`src/rtl/pipeline_pkg.sv`:
```
// Shared pipeline definitions used by the execute-stage hazard logic.
//
// Contents:
//   DATA_W        operand width of the compare datapath
//   OP_W          opcode width
//   OP_BEQ/OP_BGT branch opcodes
//   is_branch_op  1 when an opcode is one of the branch opcodes above
package pipeline_pkg;

    localparam int DATA_W = 32;
    localparam int OP_W   = 5;

    localparam logic [OP_W-1:0] OP_BEQ = 5'b01000;
    localparam logic [OP_W-1:0] OP_BGT = 5'b01001;

    // New branch types must be added here and in branch_comparator together.
    function automatic logic is_branch_op(input logic [OP_W-1:0] op);
        logic hit;
        hit = 1'b0;
        case (op)
            OP_BEQ:  hit = 1'b1;
            OP_BGT:  hit = 1'b1;
            default: hit = 1'b0;
        endcase
        return hit;
    endfunction

endpackage : pipeline_pkg

```
`src/rtl/ctrl_hazard_unit_branch_comparator.sv`:
```
// Branch condition evaluator for the instruction in E.
//
// Ports:
//   opCode  in   OP_W    opcode of the instruction in E
//   opeA    in   DATA_W  first operand (already forwarded)
//   opeB    in   DATA_W  second operand (already forwarded)
//   cond    out  1       branch condition for the opcode; 0 for non-branch opcodes
//
// Purely combinational. Kept apart from the taken logic so that more branch
// types only touch this file and the package.
module branch_comparator
    import pipeline_pkg::*;
#(
    parameter int DATA_W_P = DATA_W,
    parameter int OP_W_P   = OP_W
) (
    input  logic [OP_W_P-1:0]   opCode,
    input  logic [DATA_W_P-1:0] opeA,
    input  logic [DATA_W_P-1:0] opeB,
    output logic                cond
);

    logic eq;
    logic gt_signed;

    // Full-width compares; equality is bitwise, greater-than is two's complement.
    assign eq        = (opeA == opeB);
    assign gt_signed = ($signed(opeA) > $signed(opeB));

    always_comb begin
        cond = 1'b0;
        case (opCode)
            OP_BEQ:  cond = eq;
            OP_BGT:  cond = gt_signed;
            default: cond = 1'b0;
        endcase
    end

endmodule : branch_comparator

```
`src/rtl/ctrl_hazard_unit.sv`:
```
// Execute-stage control-hazard resolver.
//
// When a branch in E resolves taken, the PC mux is redirected to the branch
// target and the wrong-path instructions in IF/ID and ID/EX are flushed in the
// same cycle. The following cycle the fetch stage is stalled while the
// synchronous instruction memory returns the target instruction.
//
// Ports:
//   clk        in   1       pipeline clock, rising edge
//   rst_n      in   1       synchronous active-low reset
//   branchE    in   1       instruction in E is a branch
//   opCode     in   OP_W    opcode of the instruction in E
//   opeA       in   DATA_W  first compare operand (forwarded)
//   opeB       in   DATA_W  second compare operand (forwarded)
//   select_pc  out  1       1 = next PC is branch target, 0 = PC+4
//   flush      out  1       clear IF/ID and ID/EX
//   stall      out  1       hold PC and IF/ID
module ctrl_hazard_unit
    import pipeline_pkg::*;
#(
    parameter int DATA_W_P = DATA_W,
    parameter int OP_W_P   = OP_W
) (
    input  logic                clk,
    input  logic                rst_n,
    input  logic                branchE,
    input  logic [OP_W_P-1:0]   opCode,
    input  logic [DATA_W_P-1:0] opeA,
    input  logic [DATA_W_P-1:0] opeB,
    output logic                select_pc,
    output logic                flush,
    output logic                stall
);

    logic cond;
    logic taken;
    logic taken_d;
    logic taken_q;

    branch_comparator #(
        .DATA_W_P (DATA_W_P),
        .OP_W_P   (OP_W_P)
    ) u_branch_comparator (
        .opCode (opCode),
        .opeA   (opeA),
        .opeB   (opeB),
        .cond   (cond)
    );

    // The cycle after a redirect, the instruction in E came from the wrong
    // path and was flushed, so its branch bit is ignored (~taken_q). Gating
    // with rst_n keeps a branch during reset from redirecting the PC.
    always_comb begin
        taken   = branchE & is_branch_op(opCode[OP_W-1:0]) & cond & ~taken_q & rst_n;
        taken_d = taken;
    end

    always_ff @(posedge clk) begin
        if (!rst_n) begin
            taken_q <= 1'b0;
        end else begin
            taken_q <= taken_d;
        end
    end

    // stall is gated with rst_n so that it also reads 0 in the first reset
    // cycle, before the flop has had an edge to clear.
    assign select_pc = taken;
    assign flush     = taken;
    assign stall     = taken_q & rst_n;

endmodule : ctrl_hazard_unit

```
`config.mk`:
```
export PLATFORM = sky130hd
export DESIGN_NAME = ctrl_hazard_unit
export DESIGN_NICKNAME = d
export VERILOG_FILES = /design/src/rtl/pipeline_pkg.sv /design/src/rtl/ctrl_hazard_unit_branch_comparator.sv /design/src/rtl/ctrl_hazard_unit.sv
export SDC_FILE = /design/constraint.sdc
export NUM_CORES = 1
export LEC_CHECK = 0
export CAP_MARGIN = 25
export CORE_AREA = 3 3 55 57
export CTS_CLUSTER_SIZE = 12
export DETAILED_ROUTE_END_ITERATION = 6
export DIE_AREA = 0 0 58 60
export PLACE_DENSITY = 0.94
export SETUP_SLACK_MARGIN = 0.5
export SYNTH_ARGS = -nofsm -noshare
export SYNTH_HDL_FRONTEND = slang
export SYNTH_SLANG_ARGS = --single-unit
export TNS_END_PERCENT = 1
```
`constraint.sdc`:
```
create_clock -name clk -period 6.5 [get_ports clk]
set_input_delay 1.3 -clock clk [delete_from_list [all_inputs] [get_ports clk]]
set_output_delay 1.3 -clock clk [all_outputs]
set_load 0.005 [all_outputs]
```
# Yosys cells after proc, flatten, opt, wreduce, memory -nomap -nowiden
# Index checks and enable logic that the tools add are counted.
[word_totals]
reg_bits = 1
wordCells = 14
[op_classes]
n_lt_le_gt_ge = 1
eq_ne = 3
mux = 2
bitwise = 6
n_reduce_logical = 1
[op_table]
columns = ["cell", "n"]
rows = [
  ["32-bit equality test", 1],
  ["32-bit > comparator", 1],
  ["5-bit by 4-bit equality test with 1-bit output, second input constant", 2],
  ["1-bit bitwise AND", 5],
  ["1-bit one-hot mux with 2 select lines", 1],
  ["2-bit OR reduction", 1],
  ["1-bit 2-to-1 mux", 1],
  ["1-bit NOT", 1],
]

# Logic depth before layout (Yosys ltp)
[depth]
ltp_word = 7
mapped_depth = 9

# Modules after synthesis
# Synthesis repeated with hierarchy kept, for this count alone.
[unflattened]
cells_unflattened = 128
hier_area_um2 = 983.4
[modules_own_cells]
columns = ["module", "n_inst", "cells_per_inst", "area_per_inst_um2", "seq_area_each_um2"]
rows = [
  ["branch_comparator", 1, 121, 922.1, 0.0],
  ["ctrl_hazard_unit", 1, 7, 61.3, 20.0],
]

# Worst setup path before layout
# No wires, ideal clock.
[synth_path]
path_type = "input to output"
startpoint = "input port opeB[14]"
endpoint = "output port select_pc"
arrival_ps = 2937
t_required_ps = 5200
setup_slack_ps = 2263
cell_stages = 9
path_buffers = 1
path_cell_list = "inv_1 > ha_1 > nand4_2 > nor4_2 > mux2i_1 > nand2_1 > a31o_1 > a21oi_1 > buf_4"
[synth_via]
elab_chain_cells = 5
[synth_lines]
columns = ["item", "line_no", "rtl"]
rows = [
  ["start: declaration", "ctrl_hazard_unit.sv:29", "input logic [DATA_W_P-1:0] opeB,"],
  ["32-bit > comparator / 32-bit equality test (equally long branches)", "ctrl_hazard_unit_branch_comparator.sv:28, ctrl_hazard_unit_branch_comparator.sv:27", ""],
  ["1-bit one-hot mux with 2 select lines (*)", "ctrl_hazard_unit_branch_comparator.sv:32", "case (opCode)"],
  ["1-bit bitwise AND (*) (3 in series)", "ctrl_hazard_unit.sv:54", "taken = branchE & is_branch_op(opCode[OP_W-1:0]) & cond & ~taken_q & rst_n;"],
  ["end: declaration", "ctrl_hazard_unit.sv:30", "output logic select_pc,"],
]
# Every way passes the cells marked *; elsewhere a longest branch is shown, timed or not.

# Worst setup path after layout
[layout_path]
startpoint = "input port opeB[14]"
endpoint = "output port flush"
[layout_via]
elab_chain_cells = 5
[layout_lines]
columns = ["item", "line_no", "rtl"]
rows = [
  ["32-bit > comparator / 32-bit equality test (equally long branches)", "ctrl_hazard_unit_branch_comparator.sv:28, ctrl_hazard_unit_branch_comparator.sv:27", ""],
  ["1-bit one-hot mux with 2 select lines (*)", "ctrl_hazard_unit_branch_comparator.sv:32", ""],
  ["1-bit bitwise AND (*) (3 in series)", "ctrl_hazard_unit.sv:54", ""],
  ["end: declaration", "ctrl_hazard_unit.sv:31", "output logic flush,"],
]
# Marked as above.

==> metrics <==
status completed; maxcap violations 0; Worst Tran Pin Value 0.393 ns; DIE HEIGHT 60 um; setup violators final 0; Starting Density 36.9%; WP data arrival 3.87 ns; Hold/Removal Path Class reg2reg; DRC violation total after the first TritonRoute iteration 15; DRT Wirelength 2430 um; Std-Cell Rows 18; vias per cell 4.77; antenna violations before repair 0; # IOs 75; crit path time final 5.17 ns; hold_sp taken_q$_SDFF_PN0_; final hold viol count 0; most flop-heavy register taken_q; cell count after synthesis 124; final number of max-transition violations 0; vias in the first global route 1055; mux contribution to synthesized area 2.15%; Fill cells 231; top cells by area, synth ha_1 43%, inv_1 13%, a21oi_1 7.0%; Die ar. 3480 um2; Final HPWL DP 2320 um; Hold Path Stages 3; core box area 2520 um2; Crit Path Class in2out; max FFs per register 1; CP Cell Sequence clkdlybuf4s50_1, inv_1, ha_1, nand4_2, nor4_2, mux2i_1, nand2_1, a31o_1, a21oi_1, clkdlybuf4s50_1; largest net degree at the start of global routing 5; Worst path most repeated cell clkdlybuf4s50_1; final core occ 67.4%; post-route ant nets 0; TNS Setup 0 ns; netlist area before placement 930 um2; total gr overflow 0; max_slew headroom 73.2%; Compound-Gate Fraction of Synth Area 18.4%; WL/cell 10.7 um; max incr delay on CP 0.54 ns; total power divided by cell area 56.3 nW/um2; clk_lat worst skew 0 ns; Ant. Diodes 0; share of layout cells above drive strength 1 2.54%; top flop regs taken_q: 1 flops; Total Routing Usage GR 13.7%; kind of end point of the critical path output port; post_cts resized 0; TritonRoute pass-1 iters 2; Clock transition at path regs 0 ns; Worst Hold End taken_q$_SDFF_PN0_; Max Clock Freq 0.193 GHz; leading area contributor after synthesis ha_1; largest family of logic cells by synthesized area adder cells; capture point of the worst reg-to-reg path taken_q$_SDFF_PN0_; Seq cells post-synth 1; worst-path maximum fanout 4; Mapped Nets 228; port bufs 74; period utilisation layout 79.6%; Post-route DRC 0; Post-layout nets 303; Worst VDD drop 0.0432 mV; Worst path slowest cell clkdlybuf4s50_1; CP required 5.20 ns; syn avg cell area 7.50 um2; worst reg2reg setup slack 5.74 ns; Seq/Total Area, Yosys 2.15%; worst reg2reg path depth 3; Simple-Gate Fraction of Synth Area 20.5%; xor/xnor share of the synthesized area 0%; Layout Skew 0 ns; Min Hold Slack 0.533 ns; Yosys top cell area share 43.1%; Reg2Reg Launch Point taken_q$_SDFF_PN0_; Startpoint Class primary input; first-pass GRT wire length 3970 um; Synth Warn # 0; area grow syn2layout 82.9%; RSZ-0062 raised after global routing no; die outline width 58 um; GP Congestion 0.757; post-synthesis cell type count 27; leakage power 0.841 nW; vias post-DR 1083; setup bufs post-CTS 0; CTS Hold Bufs 0; Adder-Cell Fraction of Synth Area 43.1%
## kinds of logic (layout without fill, tap and decap cells)
| group | count (synthesis) | count (layout) |
|---|---|---|
| compound gates | 27 | 27 |
| fa+ha+maj | 32 | 32 |
| buf+inv | 33 | 106 |
| flops | 1 | 1 |
| mux | 2 | 2 |
| simple gates | 29 | 29 |
## cell usage in the layout, fill, tap and decap left out
cell type,count
nor2b_1,2
mux2i_1,2
a31o_1,1
a221o_1,1
nand2b_1,1
nand4_1,6
nor3_1,1
nor4_1,1
nand2b_2,1
inv_1,32
o211ai_1,1
and2_1,1
nand3_1,4
o21ai_0,2
ha_1,32
a21o_1,5
nor3b_1,1
dfxtp_1,1
nor3_2,1
nor4_2,1
a21oi_1,13
a2111oi_0,2
clkdlybuf4s50_1,74
nand2_1,6
nor4bb_1,1
nand4_2,2
a211oi_1,2
## per-layer routing
metal / routed length [um] / global-route usage (%) / share of wire (%) / vias up
li1: - / - / - / 589
met1: 951 / 15.7 / 39 / 451
met2: 1230 / 27.4 / 51 / 43
met3: 243 / 2.59 / 10 / 0
met4: 0 / 0 / 0 / 0
met5: 0 / 0 / 0 / -
## per-stage QoR
step,instances,instance area [um2],total power (W),worst slack (ns)
final,227,1700,0.0000957,1.33
after global placement,227,1700,0.0000944,1.37
after global routing,227,1700,0.000107,1.06
after CTS,227,1700,0.0000969,1.30
after detailed placement,227,1700,0.0000964,1.32
after floorplan,124,930,0.0000448,2.26
## worst max-delay path by stage
stage | from | endpoint | slack, ns | depth (start not counted)
after CTS | opeB[14] | flush | 1.30 | 10
after global placement | opeB[14] | flush | 1.37 | 10
after floorplan | opeB[14] | select_pc | 2.26 | 9
after global routing | opeB[11] | flush | 1.06 | 10
after detailed placement | opeB[14] | flush | 1.32 | 10
final | opeB[14] | flush | 1.33 | 10
## worst max-delay path: cells and delay by family
kind	cells	cell delay, ns
muxes	1	0.23
adders and majority gates	1	0.29
AOI/OAI and AO/OA	2	0.39
buffers and inverters	3	1.04
and+or+nand+nor	3	0.63
## cell type report
class | count | area, um2 | area share, %
well taps | 30 | 37.5 | 2.21
inverters | 32 | 120 | 7.06
repair buffers | 74 | 741 | 43.6
flip-flops and latches | 1 | 20.0 | 1.18
multi-input cells | 90 | 782 | 46.0
## power breakdown
| part | switching, W | leakage, nW | internal [W] |
|---|---|---|---|
| logic | 0.0000307 | 0.833 | 0.0000587 |
| registers | 0.0000000120 | 0.00806 | 0.00000629 |
| clock network | 0 | 0 | 0 |
| total | 0.0000307 | 0.841 | 0.0000650 |
## Yosys cell counts
cell type  instances
nand2b_2           1
a21oi_1           13
nand2b_1           1
nor4_1             1
nor4_2             1
nor3b_1            1
o211ai_1           1
a221o_1            1
nand4_1            6
nand3_1            4
and2_1             1
a31o_1             1
dfxtp_1            1
a211oi_1           2
nor4bb_1           1
a21o_1             5
ha_1              32
a2111oi_0          2
nor3_2             1
buf_4              1
mux2i_1            2
nor3_1             1
o21ai_0            2
nor2b_1            2
nand4_2            2
nand2_1            6
inv_1             32
(Power assumes the default switching activity.)
